[src/rtl/sap_microsequencer.sv]
// SAP-1 variable-length T-state microsequencer: Moore control decode, retired-instruction count, halt flag.
// Optional build macro SINGLE_STEP_EN adds run/step inputs and a WAIT state between instructions.
module sap_microsequencer #(
    parameter int FIXED_LEN = 0,
    parameter int CNT_W     = 8
) (
    input  logic             clk,
    input  logic             low_clr,
`ifdef SINGLE_STEP_EN
    input  logic             run,
    input  logic             step,
`endif
    input  logic [3:0]       op_code,
    output logic             inc,
    output logic             pc_out_en,
    output logic             low_ld_mar,
    output logic             low_mem_out_en,
    output logic             low_ld_ir,
    output logic             low_ir_out_en,
    output logic             low_ld_acc,
    output logic             acc_out_en,
    output logic             sub_add,
    output logic             subadd_out_en,
    output logic             low_ld_b_reg,
    output logic             low_ld_out_reg,
    output logic             low_halt,
    output logic [5:0]       t_state,
    output logic             instr_done,
    output logic [CNT_W-1:0] instr_count
);

    localparam logic [3:0] OP_LDA = 4'h0;
    localparam logic [3:0] OP_ADD = 4'h1;
    localparam logic [3:0] OP_SUB = 4'h2;
    localparam logic [3:0] OP_OUT = 4'hE;
    localparam logic [3:0] OP_HLT = 4'hF;

    // 4-bit encoding leaves codes 8..15 unused; they fall into the default recovery branch.
    typedef enum logic [3:0] {
        S_T1   = 4'd0,
        S_T2   = 4'd1,
        S_T3   = 4'd2,
        S_T4   = 4'd3,
        S_T5   = 4'd4,
        S_T6   = 4'd5,
        S_HALT = 4'd6,
        S_WAIT = 4'd7
    } state_t;

    state_t state;
    state_t state_nxt;
    state_t last_state;
    state_t done_target;
    state_t after_instr;
    logic   exec_active;

`ifdef SINGLE_STEP_EN
    logic [2:0] step_sync;
    logic       step_rise;

    always_ff @(negedge clk or negedge low_clr) begin
        if (!low_clr) begin
            step_sync <= 3'b000;
        end else begin
            step_sync <= {step_sync[1:0], step};
        end
    end

    assign step_rise   = step_sync[1] & ~step_sync[2];
    assign after_instr = run ? S_T1 : S_WAIT;
`else
    assign after_instr = S_T1;
`endif

    // Falling-edge state register keeps the Moore outputs stable across the datapath's rising edge.
    always_ff @(negedge clk or negedge low_clr) begin
        if (!low_clr) begin
            state       <= S_T1;
            instr_count <= '0;
        end else begin
            state <= state_nxt;
            if (instr_done && (instr_count != {CNT_W{1'b1}})) begin
                instr_count <= instr_count + CNT_W'(1);
            end
        end
    end

    always_comb begin
        last_state = S_T3;
        case (op_code)
            OP_LDA:         last_state = S_T5;
            OP_ADD, OP_SUB: last_state = S_T6;
            OP_OUT, OP_HLT: last_state = S_T4;
            default:        last_state = S_T3;
        endcase
        if ((FIXED_LEN != 0) && (op_code != OP_HLT)) begin
            last_state = S_T6;
        end
    end

    assign instr_done  = (state == last_state);
    assign exec_active = (state <= last_state);
    assign done_target = ((state == S_T4) && (op_code == OP_HLT)) ? S_HALT : after_instr;

    always_comb begin
        state_nxt = S_T1;
        case (state)
            S_T1:   state_nxt = S_T2;
            S_T2:   state_nxt = S_T3;
            S_T3:   state_nxt = instr_done ? done_target : S_T4;
            S_T4:   state_nxt = instr_done ? done_target : S_T5;
            S_T5:   state_nxt = instr_done ? done_target : S_T6;
            S_T6:   state_nxt = done_target;
            S_HALT: state_nxt = S_HALT;
`ifdef SINGLE_STEP_EN
            S_WAIT: state_nxt = (run || step_rise) ? S_T1 : S_WAIT;
`else
            S_WAIT: state_nxt = S_T1;
`endif
            default: state_nxt = S_T1;
        endcase
    end

    // Control decode: every line idle unless the current T-state asserts it.
    always_comb begin
        inc            = 1'b0;
        pc_out_en      = 1'b0;
        low_ld_mar     = 1'b1;
        low_mem_out_en = 1'b1;
        low_ld_ir      = 1'b1;
        low_ir_out_en  = 1'b1;
        low_ld_acc     = 1'b1;
        acc_out_en     = 1'b0;
        sub_add        = 1'b0;
        subadd_out_en  = 1'b0;
        low_ld_b_reg   = 1'b1;
        low_ld_out_reg = 1'b1;
        low_halt       = 1'b1;
        t_state        = 6'b000000;
        case (state)
            S_T1: begin
                t_state    = 6'b000001;
                pc_out_en  = 1'b1;
                low_ld_mar = 1'b0;
            end
            S_T2: begin
                t_state = 6'b000010;
                inc     = 1'b1;
            end
            S_T3: begin
                t_state        = 6'b000100;
                low_mem_out_en = 1'b0;
                low_ld_ir      = 1'b0;
            end
            S_T4: begin
                t_state = 6'b001000;
                if (exec_active) begin
                    case (op_code)
                        OP_LDA, OP_ADD, OP_SUB: begin
                            low_ir_out_en = 1'b0;
                            low_ld_mar    = 1'b0;
                        end
                        OP_OUT: begin
                            acc_out_en     = 1'b1;
                            low_ld_out_reg = 1'b0;
                        end
                        default: ;
                    endcase
                end
            end
            S_T5: begin
                t_state = 6'b010000;
                if (exec_active) begin
                    case (op_code)
                        OP_LDA: begin
                            low_mem_out_en = 1'b0;
                            low_ld_acc     = 1'b0;
                        end
                        OP_ADD, OP_SUB: begin
                            low_mem_out_en = 1'b0;
                            low_ld_b_reg   = 1'b0;
                            sub_add        = (op_code == OP_SUB);
                        end
                        default: ;
                    endcase
                end
            end
            S_T6: begin
                t_state = 6'b100000;
                if (exec_active && ((op_code == OP_ADD) || (op_code == OP_SUB))) begin
                    subadd_out_en = 1'b1;
                    low_ld_acc    = 1'b0;
                    sub_add       = (op_code == OP_SUB);
                end
            end
            S_HALT: low_halt = 1'b0;
            default: ;
        endcase
    end

endmodule

[config.mk]
export PLATFORM = sky130hd
export DESIGN_NAME = sap_microsequencer
export DESIGN_NICKNAME = d
export VERILOG_FILES = /design/src/rtl/sap_microsequencer.sv
export SDC_FILE = /design/constraint.sdc
export NUM_CORES = 1
export LEC_CHECK = 0
export CORE_UTILIZATION = 40
export DETAILED_ROUTE_END_ITERATION = 7
export GPL_ROUTABILITY_DRIVEN = 0
export GPL_TIMING_DRIVEN = 0
export PLACE_DENSITY = 0.75
export SYNTH_ARGS = -nofsm -noshare
export SYNTH_HDL_FRONTEND = slang
export SYNTH_SLANG_ARGS = --single-unit
export TNS_END_PERCENT = 20
[constraint.sdc]
create_clock -name clk -period 4.45 [get_ports clk]
set_clock_uncertainty 0.05 [all_clocks]
set_input_delay 1.1125 -clock clk [delete_from_list [all_inputs] [get_ports clk]]
set_output_delay 1.1125 -clock clk [all_outputs]
set_load 0.005 [all_outputs]
# After elaboration in Yosys (flattened, before gate mapping)
# Index checks and enable logic that the tools add are counted.
dict set report classes {
  reduce_logical 9
  n_lt_le_gt_ge 1
  n_eq_ne 12
  muxes 35
  addsub 1
}
# operator n
set op_table {}
lappend op_table {{case mux 6 bit (6 select lines)} 1}
lappend op_table {{two-way mux 1 bit} 24}
lappend op_table {{case mux 3 bit (7 select lines)} 1}
lappend op_table {{== test 4 x 2 -> 1 bit, second input constant} 3}
lappend op_table {{== test 4 x 3 -> 1 bit, second input constant} 3}
lappend op_table {{two-way mux 3 bit} 4}
lappend op_table {{case mux 3 bit (3 select lines)} 1}
lappend op_table {{adder 8 x 1 -> 8 bit, second input constant} 1}
lappend op_table {{== test 4 x 1 -> 1 bit, second input constant} 2}
lappend op_table {{== test 4 bit, second input constant} 2}
lappend op_table {{zero test 4 bit} 2}
lappend op_table {{inequality test 8 bit, second input constant} 1}
lappend op_table {{case mux 1 bit (2 select lines)} 4}
lappend op_table {{== test 4 bit} 1}
lappend op_table {{<= comparator 4 bit} 1}
lappend op_table {{OR reduction 2 bit} 2}
lappend op_table {{logical AND 1 bit} 3}
lappend op_table {{OR reduction 3 bit} 1}
lappend op_table {{logical OR 1 bit} 1}
dict set report word_totals {
  output_inout_bits 28
  register_bits 12
  word_cells 60
}

# Longest topological paths before layout
# Gate-level depths: netlist (run 1).
dict set report logic_depth {
  word_depth 7
  depth_mapped 9
  mapped_depth_nobuf 8
}

==> out/metrics.cfg, run 1 <==
[logic_synthesis]
synth-seq-cells=11
yosysWarnings=0
synth_simple_gate_area_share_pct=28.2
netlist_top_cells_area=dfrtn_1 33%, ha_1 6.0%, mux2_2 5.4%
synth_fp_nets=108
synth_adder_area_share_pct=5.96
synth.distinct_cells=36
dominantRegCellSynth=dfrtn_1
synth.area.mux_share_pct=6.56
yosysMostFrequentCell=dfrtn_1
syn_area_per_cell_um2=8.57
synth_xor_area_share_pct=3.13
postSynth.asyncResetShare_pct=100
synth.top_cell.area_share_pct=32.8
synth_compound_area_share_pct=15.6
synth_common_cells=11 x dfrtn_1, 8 x inv_1, 8 x nand2_1, 7 x o21ai_0, 6 x nor3_1
yosys.area.top_type=dfrtn_1
netlist_area_um2=840
synth_enable_flop_cells=0
synth_cells=98
ys_seq_area_share_pct=32.8
synth_top_family_by_area=simple AND/OR/NAND/NOR gates

[clock_network]
clkTransAtPathRegs_ns=0.05
clock-root-buffer=clkbuf_4
clk_latency_ns=0.28
clk_path_buf_depth=2
cts_tree=yes
cts_buffers=3
clock-sinks=11
cts_max_level=1
ctsHoldBuffers=0

[power]
power.density_nw_per_um2=665
peakVddDrop_mv=0.453
switchingPower_w=0.000443
pwr-share-comb_pct=73.8
clock_power_share_pct=6.7
p_int_w=0.000584
leakage_nw=0.671
sw_frac_of_total_pct=43.1
pwr-share-seq_pct=19.5

[routing]
wl_um=2920
ant_nets=0
drt-initial-drc-count=9
highest_layer=met4
first_pass_iters=4
routedWlPerCell_um=16.3
via_count=983
met1Wirelength_um=1170
wl_met2_um=1510
drc_errors=0
via_per_inst=5.49
wl_met3_um=117

[outcome]
status=finished with violations
violations=setup timing

[sta]
drv_slew=0
worst_pin_slew_ns=0.565
finalSetupViolCount=31
fin_setup_tns_ns=-18.12
hold_viol=0
timing.final.ws_setup_ns=-0.901
hold_ws_ns=0.403
rsz0062_at_grt=yes
relSlewSlack_pct=62.2

[cells_and_area]
multi_input_area_um2=709
design_area_um2=1540
nFillCells=135
layout.area.seq_um2=275
diodes=0
syn_to_final_growth_pct=83.8
post-route-util_pct=78.6
drive_gt1_share_pct=48.0
final_nets=163

[floorplan]
rows=16
core_region_area_um2=1960
die_x_um=47.8
boundaryPins=34
die-area_um2=2290
die_h_um=47.8
initial_core_util_pct=42.8

[critical_path]
arrival_ns=4.19
cp_num_buf_inv=1
worstPathCellList=ha_4, and3b_2, o21a_1, or4_1, buf_2
worst_path_max_delay_cell=dfrtn_1
max_stage_delay_ns=0.47
cp_top_family=simple AND/OR/NAND/NOR gates
start_kind=flop
path_class=reg -> out
crit_path_end_kind=output pin
cp.required_ns=3.29
crit_fanout=3

[hold_path]
hold_path.class=reg -> reg

[placement]
portBuffers=31
place_ws_ns=-1.21
hpwl_um=1670
placed_cell_area_um2=1240

[global_route]
grt_overflow=0
antenna_found_initial=0
grt_pass1_wl_um=3910
grt_start_max_net_pins=12
grt_pass1_vias=846
grt.total_usage_pct=25.1

[job]
cap_viol_max_count=0

state kept, by name (all words and copies together) (netlist names):
register	count
instr_count	8
state	3
cell families after synthesis:
kind of cell	after synthesis
AO/OA/AOI/OAI	20
XOR/XNOR	3
adder cells (fa/ha/maj)	4
buffers and inverters	14
flip-flops	11
multiplexers	5
AND/OR/NAND/NOR	41
final cells by class:
cell class                      count  area share (%)
Multi-Input combinational cell     73            46.0
Tap cell                           27            2.19
Timing Repair Buffer               51            26.4
Buffer                              5            3.41
Clock buffer                        4            1.70
Inverter                            8            2.43
Sequential cell                    11            17.8
power by group through the flow:
stage	Sequential (W)	Clock (W)	Combinational [W]
2_1_floorplan	0.000196	0	0.000276
3_3_place_gp	0.000199	0	0.000492
3_5_place_dp	0.000202	0	0.000508
4_1_cts	0.000199	0.0000714	0.000634
5_1_grt	0.000206	0.0000743	0.000824
6_report	0.000200	0.0000683	0.000758
layout by cell type, fill, tap and decap left out, types with 4 or more instances in the layout:
| cell | count |
|---|---|
| clkdlybuf4s50_1 | 6 |
| dfrtn_1 | 11 |
| mux2_2 | 4 |
| clkbuf_2 | 7 |
| o21ai_0 | 6 |
| buf_4 | 18 |
| nand2_1 | 8 |
| dlygate4sd2_1 | 9 |
| buf_2 | 8 |
| inv_1 | 5 |
per-stage QoR:
stage	std cells	total power [W]
6_report	179	0.00103
5_1_grt	179	0.00110
4_1_cts	172	0.000904
3_5_place_dp	156	0.000710
3_3_place_gp	156	0.000691
2_1_floorplan	98	0.000472
worst paths after layout:
path / cells past startpoint / to / startpoint / slack, ns
setup / recovery: 5 / low_ld_out_reg / state[1] / -0.90
hold / removal: 1 / instr_count[0] / instr_count[0] / 0.40
setup reg to reg: 7 / instr_count[7] / state[0] / 2.49
hold reg to reg: 1 / instr_count[0] / instr_count[0] / 0.40
max in group asynchronous: 1 / instr_count[3] / low_clr / 0.69
min in group asynchronous: 1 / state[0] / low_clr / 3.26
metal layers:
layer / vias up / GRT usage [%]
li1: 469 / -
met4: 0 / 12.8
met2: 31 / 45.4
met1: 471 / 28.4
met5: - / 0
met3: 12 / 3.40
repair_timing:
action | in CTS | in global routing
endpoints found under the setup margin | 39 | 31
pin swaps | 11 | 4
setup buffers | 12 | 8
gates resized for setup | 68 | 34
No activity file was read; power rests on OpenSTA's default activity.
==> run 2, diff against run 1 <==
- CORE_UTILIZATION: 40 -> 30
- PLACE_DENSITY: 0.75 -> default
==> out/metrics.cfg, run 2 (synthesis gave the netlist of run 1 again) <==
[placement]
portBuffers=31  ; unchanged
placed_cell_area_um2=1240  ; +0.30%
hpwl_um=1620  ; -3.3%
place_ws_ns=-1.18  ; +0.0237 ns
placedCellCount=159  ; +1.9%

[cells_and_area]
syn_to_final_growth_pct=83.8  ; unchanged
design_area_um2=1540  ; unchanged
nFillCells=229  ; +70%
largest_reg_flops=8  ; unchanged
drive_gt1_share_pct=51.7  ; +3.7 points
largestRegisters=instr_count: 8 flops, state: 3 flops
layoutNonFillerInstCount=177  ; -1.1%
final_nets=158  ; -3.1%
diodes=0  ; unchanged
layout_common_cells=11 x buf_4, 11 x dfrtn_1, 10 x buf_2
top_register=instr_count

[clock_network]
cts_buffers=3  ; unchanged
clk_path_buf_depth=2  ; unchanged
clock-root-buffer=clkbuf_4
cts_tree=yes
clk_latency_ns=0.28  ; about the same
clock-sinks=11  ; unchanged
clkTransAtPathRegs_ns=0.05  ; about the same
cts_max_level=1  ; unchanged
ctsHoldBuffers=0  ; unchanged

[global_route]
met2_usage_pct=34.5  ; -11 points
grt_overflow=0  ; unchanged
grt_pass1_wl_um=3900  ; -0.18%
gr-usage-met3_pct=2.46  ; -0.94 points
grt_pass1_vias=864  ; +2.1%
grt.total_usage_pct=18.1  ; -6.9 points
grt_start_max_net_pins=12  ; unchanged
antenna_found_initial=0  ; unchanged
busiest_layer=met2
grt.met1_usage_pct=20.8  ; -7.6 points

[floorplan]
boundaryPins=34  ; unchanged
core_region_area_um2=2570  ; +31%
die_x_um=54.9  ; +15%
die-area_um2=3010  ; +32%
die_h_um=54.9  ; +15%
initial_core_util_pct=32.7  ; -10 points
rows=18  ; +2

[routing]
routedWlPerCell_um=14.3  ; -12%
first_pass_iters=4  ; unchanged
wl_um=2530  ; -13%
ant_nets=0  ; unchanged
via_per_inst=5.15  ; -6.2%
drc_errors=0  ; unchanged
drt-initial-drc-count=6  ; -3
via_count=912  ; -7.2%

[sta]
drv_slew=0  ; unchanged
relSlewSlack_pct=66.1  ; +3.9 points
finalSetupViolCount=31  ; unchanged
rsz0062_at_grt=yes
hold_viol=0  ; unchanged
worst_pin_slew_ns=0.506  ; -0.0584 ns
timing.final.ws_setup_ns=-0.872  ; +0.0297 ns

[critical_path]
r2r_setup_slack_ns=2.44  ; -0.05 ns
start_kind=flop
crit_fanout=4  ; +1
path_class=reg -> out
cp.required_ns=3.29  ; about the same
arrival_ns=4.16  ; -0.03 ns
crit_path_end_kind=output pin

[hold_path]
hold_path.class=reg -> reg

[job]
cap_viol_max_count=0  ; unchanged

[power]
peakVddDrop_mv=0.433  ; -4.5%
leakage_nw=0.643  ; -4.2%
power.density_nw_per_um2=641  ; -3.7%

[outcome]
violations=setup timing
status=finished with violations

==> run 2: stage by stage <==
| stage | hold slack, ns | util [%] | TNS (ns) | total power, W |
|---|---|---|---|---|
| 2_1_floorplan | 0.399 | - | -7.92 | 0.000472 |
| 4_1_cts | 0.417 | 57.7 | -18.27 | 0.000947 |
| 3_3_place_gp | 0.396 | 48.4 | -24.95 | 0.000695 |
| 6_report | 0.407 | 60.1 | -15.30 | 0.000988 |
| 3_5_place_dp | 0.416 | 48.4 | -25.34 | 0.000706 |
| 5_1_grt | 0.435 | 60.1 | -17.43 | 0.00106 |
==> run 2: worst max-delay path: stages (launching register included) <==
cell and delay [ns]:
dfrtn_1 0.46, ha_4 0.23, a21o_4 0.22, o21a_4 0.22, or4_1 0.38, buf_2 0.14
==> run 2: area by class of cell <==
class | count | area, um2 | area share (%)
repair buffers | 45 | 372 | 24.1
clock buffers | 4 | 26.3 | 1.70
well taps | 30 | 37.5 | 2.43
inverters | 8 | 40.0 | 2.60
flip-flops and latches | 11 | 275 | 17.8
plain buffers | 6 | 72.6 | 4.70
multi-input cells | 73 | 719 | 46.6
==> run 2: path summary, 6_finish.rpt <==
kind | endpoint | from | cells after the start
max | low_ld_out_reg | state[2] | 5
max reg2reg | instr_count[7] | state[0] | 8
min in group asynchronous | instr_count[1] | low_clr | 1
min | instr_count[0] | instr_count[0] | 1
max in group asynchronous | state[1] | low_clr | 1
min reg2reg | instr_count[0] | instr_count[0] | 1
==> run 2: layer usage <==
metal | part of all wire [%] | up-vias
met2 | 53 | 28
li1 | - | 456
met1 | 41 | 424
met3 | 5.0 | 4
met4 | 0.91 | 0
met5 | 0 | -
==> run 2: repair_timing <==
item,CTS,global route
setup buffers,12,3
pin swaps,10,12
endpoints found under the setup margin,39,31
cloned,0,0
resized for setup,94,34
==> run 2: report_power, final <==
group | switching, W | internal [W] | total, W
sequential | 0.0000477 | 0.000151 | 0.000199
combinational | 0.000331 | 0.000389 | 0.000720
clock | 0.0000347 | 0.0000347 | 0.0000694
total | 0.000413 | 0.000575 | 0.000988
